**src/rtl/cpu_ctrl_seq.sv**
```systemverilog
// Instruction-cycle control sequencer: 8-phase cycle locked to the fetch strobe, registered control strobes.
// Optional fetch alignment checking is enabled by defining CTRL_SYNC_CHECK_EN.
module cpu_ctrl_seq #(
    parameter bit START_ON_RESET = 1'b0
) (
    input  logic       clk,
    input  logic       rst,
    input  logic       fetch,
    input  logic [2:0] opcode,
    input  logic       zero,
    output logic       inc_pc,
    output logic       load_ir,
    output logic       rd,
    output logic       wr,
    output logic       load_acc,
    output logic       load_pc,
    output logic       datactl_ena,
    output logic       halt,
    output logic [2:0] phase,
    output logic       running,
    output logic       sync_err
);

    localparam logic [2:0] OP_HLT = 3'b000;
    localparam logic [2:0] OP_SKZ = 3'b001;
    localparam logic [2:0] OP_ADD = 3'b010;
    localparam logic [2:0] OP_AND = 3'b011;
    localparam logic [2:0] OP_XOR = 3'b100;
    localparam logic [2:0] OP_LDA = 3'b101;
    localparam logic [2:0] OP_STO = 3'b110;
    localparam logic [2:0] OP_JMP = 3'b111;

    typedef enum logic [3:0] {
        IDLE, S0, S1, S2, S3, S4, S5, S6, S7, HALTED
    } state_t;

    state_t     state_reg, state_next;
    logic       fetch_q_reg;
    logic       rise;
    logic       inc_pc_reg, inc_pc_next;
    logic       load_ir_reg, load_ir_next;
    logic       rd_reg, rd_next;
    logic       wr_reg, wr_next;
    logic       load_acc_reg, load_acc_next;
    logic       load_pc_reg, load_pc_next;
    logic       datactl_ena_reg, datactl_ena_next;
    logic       halt_reg, halt_next;
    logic [2:0] phase_reg, phase_next;
    logic       running_reg, running_next;
    logic       is_alu, is_skz, is_jmp, is_sto;

`ifdef CTRL_SYNC_CHECK_EN
    logic       sync_err_reg, sync_err_next;
`endif

    assign rise   = fetch & ~fetch_q_reg;
    assign is_alu = (opcode == OP_ADD) || (opcode == OP_AND) ||
                    (opcode == OP_XOR) || (opcode == OP_LDA);
    assign is_skz = (opcode == OP_SKZ);
    assign is_jmp = (opcode == OP_JMP);
    assign is_sto = (opcode == OP_STO);

    // Next-state: HLT at the S3 exit beats a coincident resync rise.
    always_comb begin
        state_next = state_reg;
`ifdef CTRL_SYNC_CHECK_EN
        sync_err_next = sync_err_reg;
`endif
        case (state_reg)
            IDLE:   if (rise || START_ON_RESET) state_next = S0;
            S0:     state_next = S1;
            S1:     state_next = S2;
            S2:     state_next = S3;
            S3:     state_next = (opcode == OP_HLT) ? HALTED : S4;
            S4:     state_next = S5;
            S5:     state_next = S6;
            S6:     state_next = S7;
            S7:     state_next = S0;
            HALTED: state_next = HALTED;
            default: state_next = IDLE;
        endcase
`ifdef CTRL_SYNC_CHECK_EN
        if (state_reg == S7 && !rise) begin
            sync_err_next = 1'b1;
        end else if (rise && state_next != HALTED &&
                     state_reg != IDLE && state_reg != HALTED && state_reg != S7) begin
            state_next    = S0;
            sync_err_next = 1'b1;
        end
`endif
    end

    // Strobes belong to the state being entered, decoded from inputs at that edge.
    always_comb begin
        inc_pc_next      = 1'b0;
        load_ir_next     = 1'b0;
        rd_next          = 1'b0;
        wr_next          = 1'b0;
        load_acc_next    = 1'b0;
        load_pc_next     = 1'b0;
        datactl_ena_next = 1'b0;
        halt_next        = 1'b0;
        phase_next       = 3'd0;
        running_next     = 1'b1;
        case (state_next)
            S0: begin
                phase_next   = 3'd0;
                load_ir_next = 1'b1;
                rd_next      = 1'b1;
                inc_pc_next  = 1'b1;
            end
            S1: begin
                phase_next   = 3'd1;
                load_ir_next = 1'b1;
                rd_next      = 1'b1;
                inc_pc_next  = 1'b1;
            end
            S2: phase_next = 3'd2;
            S3: phase_next = 3'd3;
            S4: begin
                phase_next       = 3'd4;
                rd_next          = is_alu;
                load_pc_next     = is_jmp;
                datactl_ena_next = is_sto;
            end
            S5: begin
                phase_next       = 3'd5;
                rd_next          = is_alu;
                load_acc_next    = is_alu;
                inc_pc_next      = (is_skz && zero) || is_jmp;
                load_pc_next     = is_jmp;
                datactl_ena_next = is_sto;
                wr_next          = is_sto;
            end
            S6: begin
                phase_next       = 3'd6;
                datactl_ena_next = is_sto;
            end
            S7: begin
                phase_next  = 3'd7;
                inc_pc_next = is_skz && zero;
            end
            HALTED: begin
                halt_next    = 1'b1;
                running_next = 1'b0;
            end
            default: running_next = 1'b0;
        endcase
    end

    always_ff @(posedge clk) begin
        if (rst) begin
            state_reg       <= IDLE;
            fetch_q_reg     <= 1'b0;
            inc_pc_reg      <= 1'b0;
            load_ir_reg     <= 1'b0;
            rd_reg          <= 1'b0;
            wr_reg          <= 1'b0;
            load_acc_reg    <= 1'b0;
            load_pc_reg     <= 1'b0;
            datactl_ena_reg <= 1'b0;
            halt_reg        <= 1'b0;
            phase_reg       <= 3'd0;
            running_reg     <= 1'b0;
        end else begin
            state_reg       <= state_next;
            fetch_q_reg     <= fetch;
            inc_pc_reg      <= inc_pc_next;
            load_ir_reg     <= load_ir_next;
            rd_reg          <= rd_next;
            wr_reg          <= wr_next;
            load_acc_reg    <= load_acc_next;
            load_pc_reg     <= load_pc_next;
            datactl_ena_reg <= datactl_ena_next;
            halt_reg        <= halt_next;
            phase_reg       <= phase_next;
            running_reg     <= running_next;
        end
    end

`ifdef CTRL_SYNC_CHECK_EN
    always_ff @(posedge clk) begin
        if (rst) begin
            sync_err_reg <= 1'b0;
        end else begin
            sync_err_reg <= sync_err_next;
        end
    end
    assign sync_err = sync_err_reg;
`else
    assign sync_err = 1'b0;
`endif

    assign inc_pc      = inc_pc_reg;
    assign load_ir     = load_ir_reg;
    assign rd          = rd_reg;
    assign wr          = wr_reg;
    assign load_acc    = load_acc_reg;
    assign load_pc     = load_pc_reg;
    assign datactl_ena = datactl_ena_reg;
    assign halt        = halt_reg;
    assign phase       = phase_reg;
    assign running     = running_reg;

endmodule

```
**config.mk**
```make
export PLATFORM = sky130hd
export DESIGN_NAME = cpu_ctrl_seq
export DESIGN_NICKNAME = d
export VERILOG_FILES = /design/src/rtl/cpu_ctrl_seq.sv
export SDC_FILE = /design/constraint.sdc
export NUM_CORES = 1
export LEC_CHECK = 0
export BUFFER_PORTS_ARGS = -buffer_cell sky130_fd_sc_hd__buf_4
export CORE_MARGIN = 2
export CORE_UTILIZATION = 51
export DETAILED_ROUTE_END_ITERATION = 7
export PLACE_DENSITY_LB_ADDON = 0.25
export SETUP_SLACK_MARGIN = 0.15
export SYNTH_ARGS = -nofsm -noshare
export SYNTH_HDL_FRONTEND = slang
export SYNTH_SLANG_ARGS = --single-unit
```
**constraint.sdc**
```tcl
create_clock -name clk -period 4.8 [get_ports clk]
set_input_delay 0.48 -clock clk [delete_from_list [all_inputs] [get_ports clk]]
set_output_delay 0.48 -clock clk [all_outputs]
set_load 0.05 [all_outputs]
```
==> results.yml, run 1 <==
layout:
  multi_input_area_um2: 297
  postLayoutCellArea_um2: 822
  fill_cells: 113
  drive_above_1_share_pct: 29.4
  largest_register_ffs: 4
  mostFrequentLayoutCell: "buf_4"
  layout.nets: 93
  layout_common_cells: "18 x buf_4, 17 x dfxtp_1, 7 x nor2_1, 4 x a21oi_1"
  layout-area-overhead-vs-synth_pct: 23.3
  regArea_um2: 340
  n_antenna_cell: 0
  fin_cells: 100
cts:
  clk_latency_ps: 290
  cts_buffer_depth: 2
  clkTransAtPathRegs_ps: 100
  root_buffer: "clkbuf_4"
  cts_tree: "done"
  htreeDepth: 1
  cts_buffers: 3
  cts.repair.resized: 0
  post_cts_buffers: 0
  clock-sinks: 17
  holdBufCountCts: 0
critical_path:
  reg2reg_to: "halt"
  worstPathArrival_ps: 2030
  critPathMaxFanout: 14
  critPathRequiredTime_ps: 5020
  endpoint_kind: "register"
  reg2reg_setup_slack_ps: 2990
  endpoint: "halt"
  cp-start-kind: "register"
  r2r_cells: 3
  startpoint: "state_reg[1]"
  worstSetupPathType: "register to register"
  rr_startpoint: "state_reg[1]"
die:
  die_y_um: 40.2
  rows: 13
  dieArea_um2: 1610
  io_pins: 20
  coreArea_um2: 1250
  die_w_um: 40.2
  start_util_pct: 53.2
yosys:
  ys_seq_area_share_pct: 51.0
  synthSimpleGateAreaFrac_pct: 22.9
  synth-adder-area-share_pct: 0
  synth_area_per_cell_um2: 9.67
  syn-num-nets: 76
  yosysUniqueCellTypes: 30
  synth_compound_area_share_pct: 16.9
  synth.mux.area_fraction_pct: 1.50
  synth_cells: 69
  synth_xor_area_share_pct: 2.63
  synth_top_family_by_area: "simple AND/OR/NAND/NOR gates"
  ys_ff_latch: 17
  synthesis.area_um2: 667
  yosys_warnings: 0
global_route:
  grt_pass1_wl_um: 1770
  grt-ovfl-total: 0
  grt_max_degree: 16
  grt_antenna_before_repair: 0
  grt.total_usage_pct: 17.1
  grt_pass1_vias: 433
sta:
  clock_skew_ps: 6.38
  setup_viol: 0
  post-route-min-period_ps: 1810
  worst_pin_slew_ps: 554
  fin_crit_sh_pct: 37.7
  slew_violations: 0
  fmax_ghz: 0.552
  slew_headroom_pct: 62.8
  grt_setup_unrepaired: "false"
  finalSetupTns_ps: 0
  finalHoldViolations: 0
detailed_routing:
  route.detailed.drc: 0
  drt_iter0_markers: 12
  drtAntennaViolNets: 0
  drt-wirelength-per-cell_um: 11.3
  dr_total_vias: 526
  wirelength_um: 1130
  vias_per_cell: 5.26
  first_pass_iters: 4
worst_hold_path:
  worstHoldPathType: "primary input to register"
  hold_start: "fetch"
power_and_ir_drop:
  finalPower_w: 0.000288
  cellPowerDensity_nw_per_um2: 350
  p_leak_nw: 0.339
  ir_drop_uv: 180
place:
  port-buffer-count: 18
  gp_congestion: 0.852
  place_area_um2: 795
  dp.cells: 96
job:
  cap_violations: 0
run_status:
  outcome: "complete, no violations"
[kinds of logic after synthesis]
kind of cell / count (synthesis)
xor+xnor: 2
buf+inv: 7
compound gates: 16
mux: 1
flops: 17
other cells: 1
simple gates: 25
[cells in the mapped netlist]
cell type  number  share of area, %
or3b_1          1               1.3
buf_4           1               1.1
nand3b_1        1               1.1
or4_4           1               1.7
and3b_1         1               1.3
mux2i_1         1               1.5
nor3_1          2               1.5
or4b_4          1               2.1
conb_1          1              0.56
o2bb2a_1        1               1.5
o31ai_1         3               3.4
dfxtp_1        17                51
a311oi_1        1               1.3
a21oi_1         4               3.0
nor3b_1         2               2.3
xnor2_1         2               2.6
nand2_1         2               1.1
a2111oi_0       1               1.3
nor2b_1         2               1.9
o31a_1          1               1.3
o21ba_2         1               1.5
o21ai_0         3               2.3
clkbuf_1        5               2.8
inv_1           1              0.56
and2_1          2               1.9
o311ai_0        1               1.3
nand2b_1        1              0.94
nor2_1          7               3.9
or3_1           1              0.94
nor4_1          1              0.94
[stage by stage]
step	utilization [%]	hold slack [ps]	setup slack, ps
2_1_floorplan	-	516	3080
3_3_place_gp	63.4	623	2920
3_5_place_dp	63.4	617	2890
4_1_cts	65.6	405	2990
5_1_grt	65.6	410	2910
6_report	65.6	411	2990
[worst min path at each step]
stage                         to  slack (ps)  depth (start not counted)
floorplan                     wr         520                          2
global placement         load_pc         620                          2
global route        state_reg[3]         410                          2
detailed placement       load_pc         620                          2
CTS                  fetch_q_reg         410                          2
finish               fetch_q_reg         410                          2
[cell type report]
| type | count | area share [%] |
|---|---|---|
| sequential | 17 | 41.4 |
| timing repair buffer | 18 | 16.4 |
| clock buffer | 3 | 2.74 |
| clock inverter | 1 | 0.609 |
| inverter | 1 | 0.457 |
| tap | 15 | 2.28 |
| multi-input combinational | 45 | 36.1 |
[power breakdown]
group	leakage [nW]	switching, W	internal, W
combinational	0.182	0.0000340	0.0000207
clock	0.0177	0.0000432	0.0000309
sequential	0.139	0.00000937	0.000149
total	0.339	0.0000866	0.000201
[routing by layer]
metal / track usage [%] / wire (um) / up-vias / part of all wire, %
met4: 10.3 / 23 / 0 / 2.0
met2: 27.4 / 512 / 18 / 45
met1: 20.0 / 519 / 231 / 46
li1: - / - / 273 / -
met3: 5.00 / 71 / 4 / 6.3
met5: 0 / 0 / - / 0
[critical path: stages, from the launching register on]
cell and delay (ps):
dfxtp_1 450, or4_4 610, or4b_4 530, a21oi_1 150
Note: power is estimated with default switching activity, not from simulation.
==> run 2, diff against run 1 <==
--- a/config.mk
+++ b/config.mk
@@ -7,7 +7,7 @@
 export LEC_CHECK = 0
 export BUFFER_PORTS_ARGS = -buffer_cell sky130_fd_sc_hd__buf_4
 export CORE_MARGIN = 2
-export CORE_UTILIZATION = 51
+export CORE_UTILIZATION = 47
 export DETAILED_ROUTE_END_ITERATION = 7
 export PLACE_DENSITY_LB_ADDON = 0.25
 export SETUP_SLACK_MARGIN = 0.15
==> constraint.sdc (replaced) <==
create_clock -name clk -period 1.7 [get_ports clk]
set_input_delay 0.17 -clock clk [delete_from_list [all_inputs] [get_ports clk]]
set_output_delay 0.17 -clock clk [all_outputs]
set_load 0.05 [all_outputs]
==> run 2 against run 1 <==
  * Via count increased by 7.6%
  * Clock power increased to 2.8 times the previous value
  * Fmax increased by 19%
  * Highest routed layer unchanged
  * Clock skew decreased by 4.1 ps
  * Sequential cell count unchanged
==> results.yml, run 2 (synthesis results as in run 1) <==
layout:
  multi_input_area_um2: 300
  n_antenna_cell: 0
  drive_above_1_share_pct: 31.8
  layout_common_cells: "21 x buf_4, 17 x dfxtp_1, 7 x nor2_1"
  fill_cells: 123
  regArea_um2: 340
  mostFrequentLayoutCell: "buf_4"
  layout-area-overhead-vs-synth_pct: 27.0
  largest_register_ffs: 4
  layout.nets: 96
die:
  die_y_um: 41.7
  rows: 13
  start_util_pct: 50.6
  dieArea_um2: 1740
  die_w_um: 41.7
  io_pins: 20
  coreArea_um2: 1320
global_route:
  grt-ovfl-total: 0
  grt_pass1_vias: 519
  grt.total_usage_pct: 16.7
  grt_antenna_before_repair: 0
  grt_max_degree: 16
  grt_pass1_wl_um: 2180
place:
  gp_congestion: 0.748
  port-buffer-count: 18
  pre_cts_ws_ps: 86.7
  post-dp-hpwl_um: 944
sta:
  grt_setup_unrepaired: "false"
  slew_violations: 0
  clock_skew_ps: 2.24
  setup_viol: 0
  worst_slack_ps: 179
  finalHoldViolations: 0
  fin_crit_sh_pct: 89.5
  fmax_ghz: 0.657
  post-route-min-period_ps: 1520
  finalSetupTns_ps: 0
critical_path:
  worstSetupPathType: "register to register"
  critPathMaxFanout: 4
  cp_cell_sequence: "or4_4 -> or4b_4 -> a21oi_1"
  slowest_stage: "or4b_4"
  critPathRequiredTime_ps: 1920
  critPathMaxStageDelay_ps: 550
  endpoint_kind: "register"
  worstPathArrival_ps: 1740
  cp-start-kind: "register"
cts:
  cts_buffers: 3
  cts_tree: "done"
  root_buffer: "clkbuf_4"
  clk_latency_ps: 280
  holdBufCountCts: 0
  clock-sinks: 17
  htreeDepth: 1
  cts_buffer_depth: 2
  clkTransAtPathRegs_ps: 90
detailed_routing:
  wirelength_um: 1300
  route.detailed.drc: 0
  drt-wirelength-per-cell_um: 12.6
  drt_iter0_markers: 12
  drtAntennaViolNets: 0
  vias_per_cell: 5.50
  dr_total_vias: 566
  first_pass_iters: 4
power_and_ir_drop:
  cellPowerDensity_nw_per_um2: 968
  ir_drop_uv: 535
  finalPower_w: 0.000820
  p_leak_nw: 0.351
run_status:
  outcome: "complete, no violations"
job:
  cap_violations: 0
worst_hold_path:
  worstHoldPathType: "primary input to register"
[run 2: timing repair]
item / CTS / global route
buffers inserted: 0 / 0
gates resized for setup: 0 / 1
setup endpoints to repair: 0 / 1
[run 2: critical path: cells and delay by family, from the launching register on]
kind               cells  cell delay [ps]
and+or+nand+nor        2             1000
DFF                    1              320
AOI/OAI and AO/OA      1              150
[run 2: path summary, 6_finish.rpt]
kind / from / to / slack [ps] / cells after the start
worst max-delay path: state_reg[1] / state_reg[3] / 180 / 3
worst min register to register: state_reg[2] / state_reg[2] / 640 / 2
worst min-delay path: fetch / fetch_q_reg / 100 / 2
worst max register to register: state_reg[1] / state_reg[3] / 180 / 3
[run 2: stage by stage]
step | cell area (um^2) | std cells | hold WS (ps) | util [%]
2_1_floorplan | 667 | 69 | 298 | -
4_1_cts | 843 | 103 | 95.8 | 64.0
3_5_place_dp | 817 | 99 | 397 | 62.0
6_report | 847 | 103 | 102 | 64.3
5_1_grt | 847 | 103 | 95.4 | 64.3
3_3_place_gp | 817 | 99 | 393 | 62.0
[run 2: metal layers]
layer | part of all wire (%) | GRT usage, % | vias to the layer above
li1 | - | - | 281
met1 | 40 | 19.0 | 260
met2 | 52 | 28.1 | 23
met3 | 6.1 | 3.91 | 2
met4 | 1.1 | 9.68 | 0
met5 | 0 | 0 | -
[run 2: area by class of cell]
class                      count  share of cell area, %
tap                           15                   2.22
sequential                    17                   40.2
inverter                       1                  0.443
timing repair buffer          21                   18.6
multi-input combinational     45                   35.5
clock buffer                   4                   3.10
[run 2: power breakdown]
part / internal [W] / total [W] / switching (W)
clock network: 0.0000909 / 0.000209 / 0.000118
logic: 0.0000638 / 0.000174 / 0.000110
registers: 0.000422 / 0.000437 / 0.0000156
==> run 3, diff against run 2 <==
--- a/config.mk
+++ b/config.mk
@@ -10,6 +10,7 @@
 export CORE_UTILIZATION = 47
 export DETAILED_ROUTE_END_ITERATION = 7
 export PLACE_DENSITY_LB_ADDON = 0.25
+export RECOVER_POWER = 50
 export SETUP_SLACK_MARGIN = 0.15
 export SYNTH_ARGS = -nofsm -noshare
 export SYNTH_HDL_FRONTEND = slang
==> run 3 against run 2 <==
  * Clock-buffer cell count unchanged
  * Final area down 5.3%
  * Register-to-register slack about the same
  * Sequential share of layout area up 2.3 points
  * Non-clock buffer count unchanged
  * Global-route usage unchanged
  * First-iteration DRC count up 25%
  * Total power down 1.6%
  * Sequential cell count unchanged
  * Clock skew up 1.1 ps
  * Worst setup slack about the same
  * Critical path type unchanged
==> results.yml, run 3 (synthesis results as in run 1) <==
cts:
  post_cts_buffers: 0
  htreeDepth: 1
  clk_latency_ps: 280
  root_buffer: "clkbuf_4"
  clkTransAtPathRegs_ps: 100
  holdBufCountCts: 0
  cts_tree: "done"
  cts_buffers: 3
  cts_buffer_depth: 2
  cts.repair.resized: 0
  clock-sinks: 17
die:
  io_pins: 20
  start_util_pct: 50.6
  dieArea_um2: 1740
  die_w_um: 41.7
  rows: 13
  die_y_um: 41.7
  coreArea_um2: 1320
detailed_routing:
  drtAntennaViolNets: 0
  drt-wirelength-per-cell_um: 12.8
  drt_iter0_markers: 15
  vias_per_cell: 5.52
  route.detailed.drc: 0
  wirelength_um: 1320
  dr_total_vias: 569
  first_pass_iters: 4
critical_path:
  worstPathArrival_ps: 1740
  critPathRequiredTime_ps: 1920
  cp-start-kind: "register"
  cp_cell_sequence: "or4_4 -> or4b_4 -> a21oi_1"
  critPathMaxFanout: 4
  endpoint_kind: "register"
  critPathMaxStageDelay_ps: 550
  rr_startpoint: "state_reg[1]"
  startpoint: "state_reg[1]"
  slowest_stage: "or4b_4"
  worstSetupPathType: "register to register"
layout:
  largest_register_ffs: 4
  layout.nets: 96
  mostFrequentLayoutCell: "dfxtp_1"
  drive_above_1_share_pct: 18.2
  layout-area-overhead-vs-synth_pct: 20.3
  layout_common_cells: "17 x dfxtp_1, 13 x clkbuf_1, 9 x buf_4, 7 x nor2_1"
  n_antenna_cell: 0
  postLayoutCellArea_um2: 802
  multi_input_area_um2: 300
  fill_cells: 129
  regArea_um2: 340
power_and_ir_drop:
  p_sw_w: 0.000245
  pwr-share-clk_pct: 26.1
  combPwrFrac_pct: 19.7
  cellPowerDensity_nw_per_um2: 1010
  ir_drop_uv: 534
  seqPwrFrac_pct: 54.2
  internal_power_w: 0.000561
  sw_frac_of_total_pct: 30.4
  p_leak_nw: 0.300
sta:
  setup_viol: 0
  clock_skew_ps: 3.35
  fin_crit_sh_pct: 89.5
  post-route-min-period_ps: 1520
  fmax_ghz: 0.657
  grt_setup_unrepaired: "false"
  finalSetupTns_ps: 0
  slew_violations: 0
  worst_pin_slew_ps: 625
  slew_headroom_pct: 58.5
  finalHoldViolations: 0
global_route:
  grt_max_degree: 16
  grt_antenna_before_repair: 0
  grt_pass1_vias: 519
  grt-ovfl-total: 0
  grt.total_usage_pct: 16.7
  grt_pass1_wl_um: 2180
place:
  post-dp-hpwl_um: 944
  port-buffer-count: 18
  gp_congestion: 0.748
  place_area_um2: 817
job:
  cap_violations: 0
run_status:
  outcome: "complete, no violations"
worst_hold_path:
  hold_start: "fetch"
  worstHoldPathType: "primary input to register"
## run 3: through the flow
step,hold WS (ps),utilization [%],instances,worst slack [ps],power [W]
after CTS,95.8,64.0,103,191,0.000829
after detailed placement,397,62.0,99,86.7,0.000621
final,100,60.9,103,179,0.000806
after floorplan,298,-,69,242,0.000567
after global routing,116,60.9,103,158,0.000847
after global placement,393,62.0,99,111,0.000617
## run 3: path summary, 6_finish.rpt
check	slack (ps)	endpoint	cells past startpoint
min reg2reg	640	state_reg[2]	2
max reg2reg	180	state_reg[3]	3
min	100	fetch_q_reg	2
max	180	state_reg[3]	3
## run 3: routing by layer
| layer | vias up | track usage, % | share of wire (%) |
|---|---|---|---|
| met5 | - | 0 | 0 |
| met4 | 0 | 9.68 | 1.1 |
| met3 | 2 | 3.91 | 4.0 |
| met2 | 13 | 28.1 | 52 |
| met1 | 273 | 19.0 | 43 |
| li1 | 281 | - | - |
## run 3: critical path, delay by kind of cell (launching register included)
family | cells | cell delay, ps
flip-flops | 1 | 320
AND/OR/NAND/NOR | 2 | 1000
AO/OA/AOI/OAI | 1 | 150
## run 3: layout make-up
class,instances,share of cell area [%]
Inverter,1,0.468
Tap cell,15,2.34
Clock buffer,4,3.28
Multi-Input combinational cell,45,37.4
Timing Repair Buffer,21,14.0
Sequential cell,17,42.4
## run 3: power groups by stage
stage / sequential, W / clock, W / combinational (W)
2_1_floorplan: 0.000497 / 0 / 0.0000697
3_3_place_gp: 0.000446 / 0 / 0.000171
3_5_place_dp: 0.000446 / 0 / 0.000174
4_1_cts: 0.000437 / 0.000217 / 0.000175
5_1_grt: 0.000440 / 0.000237 / 0.000170
6_report: 0.000437 / 0.000210 / 0.000159
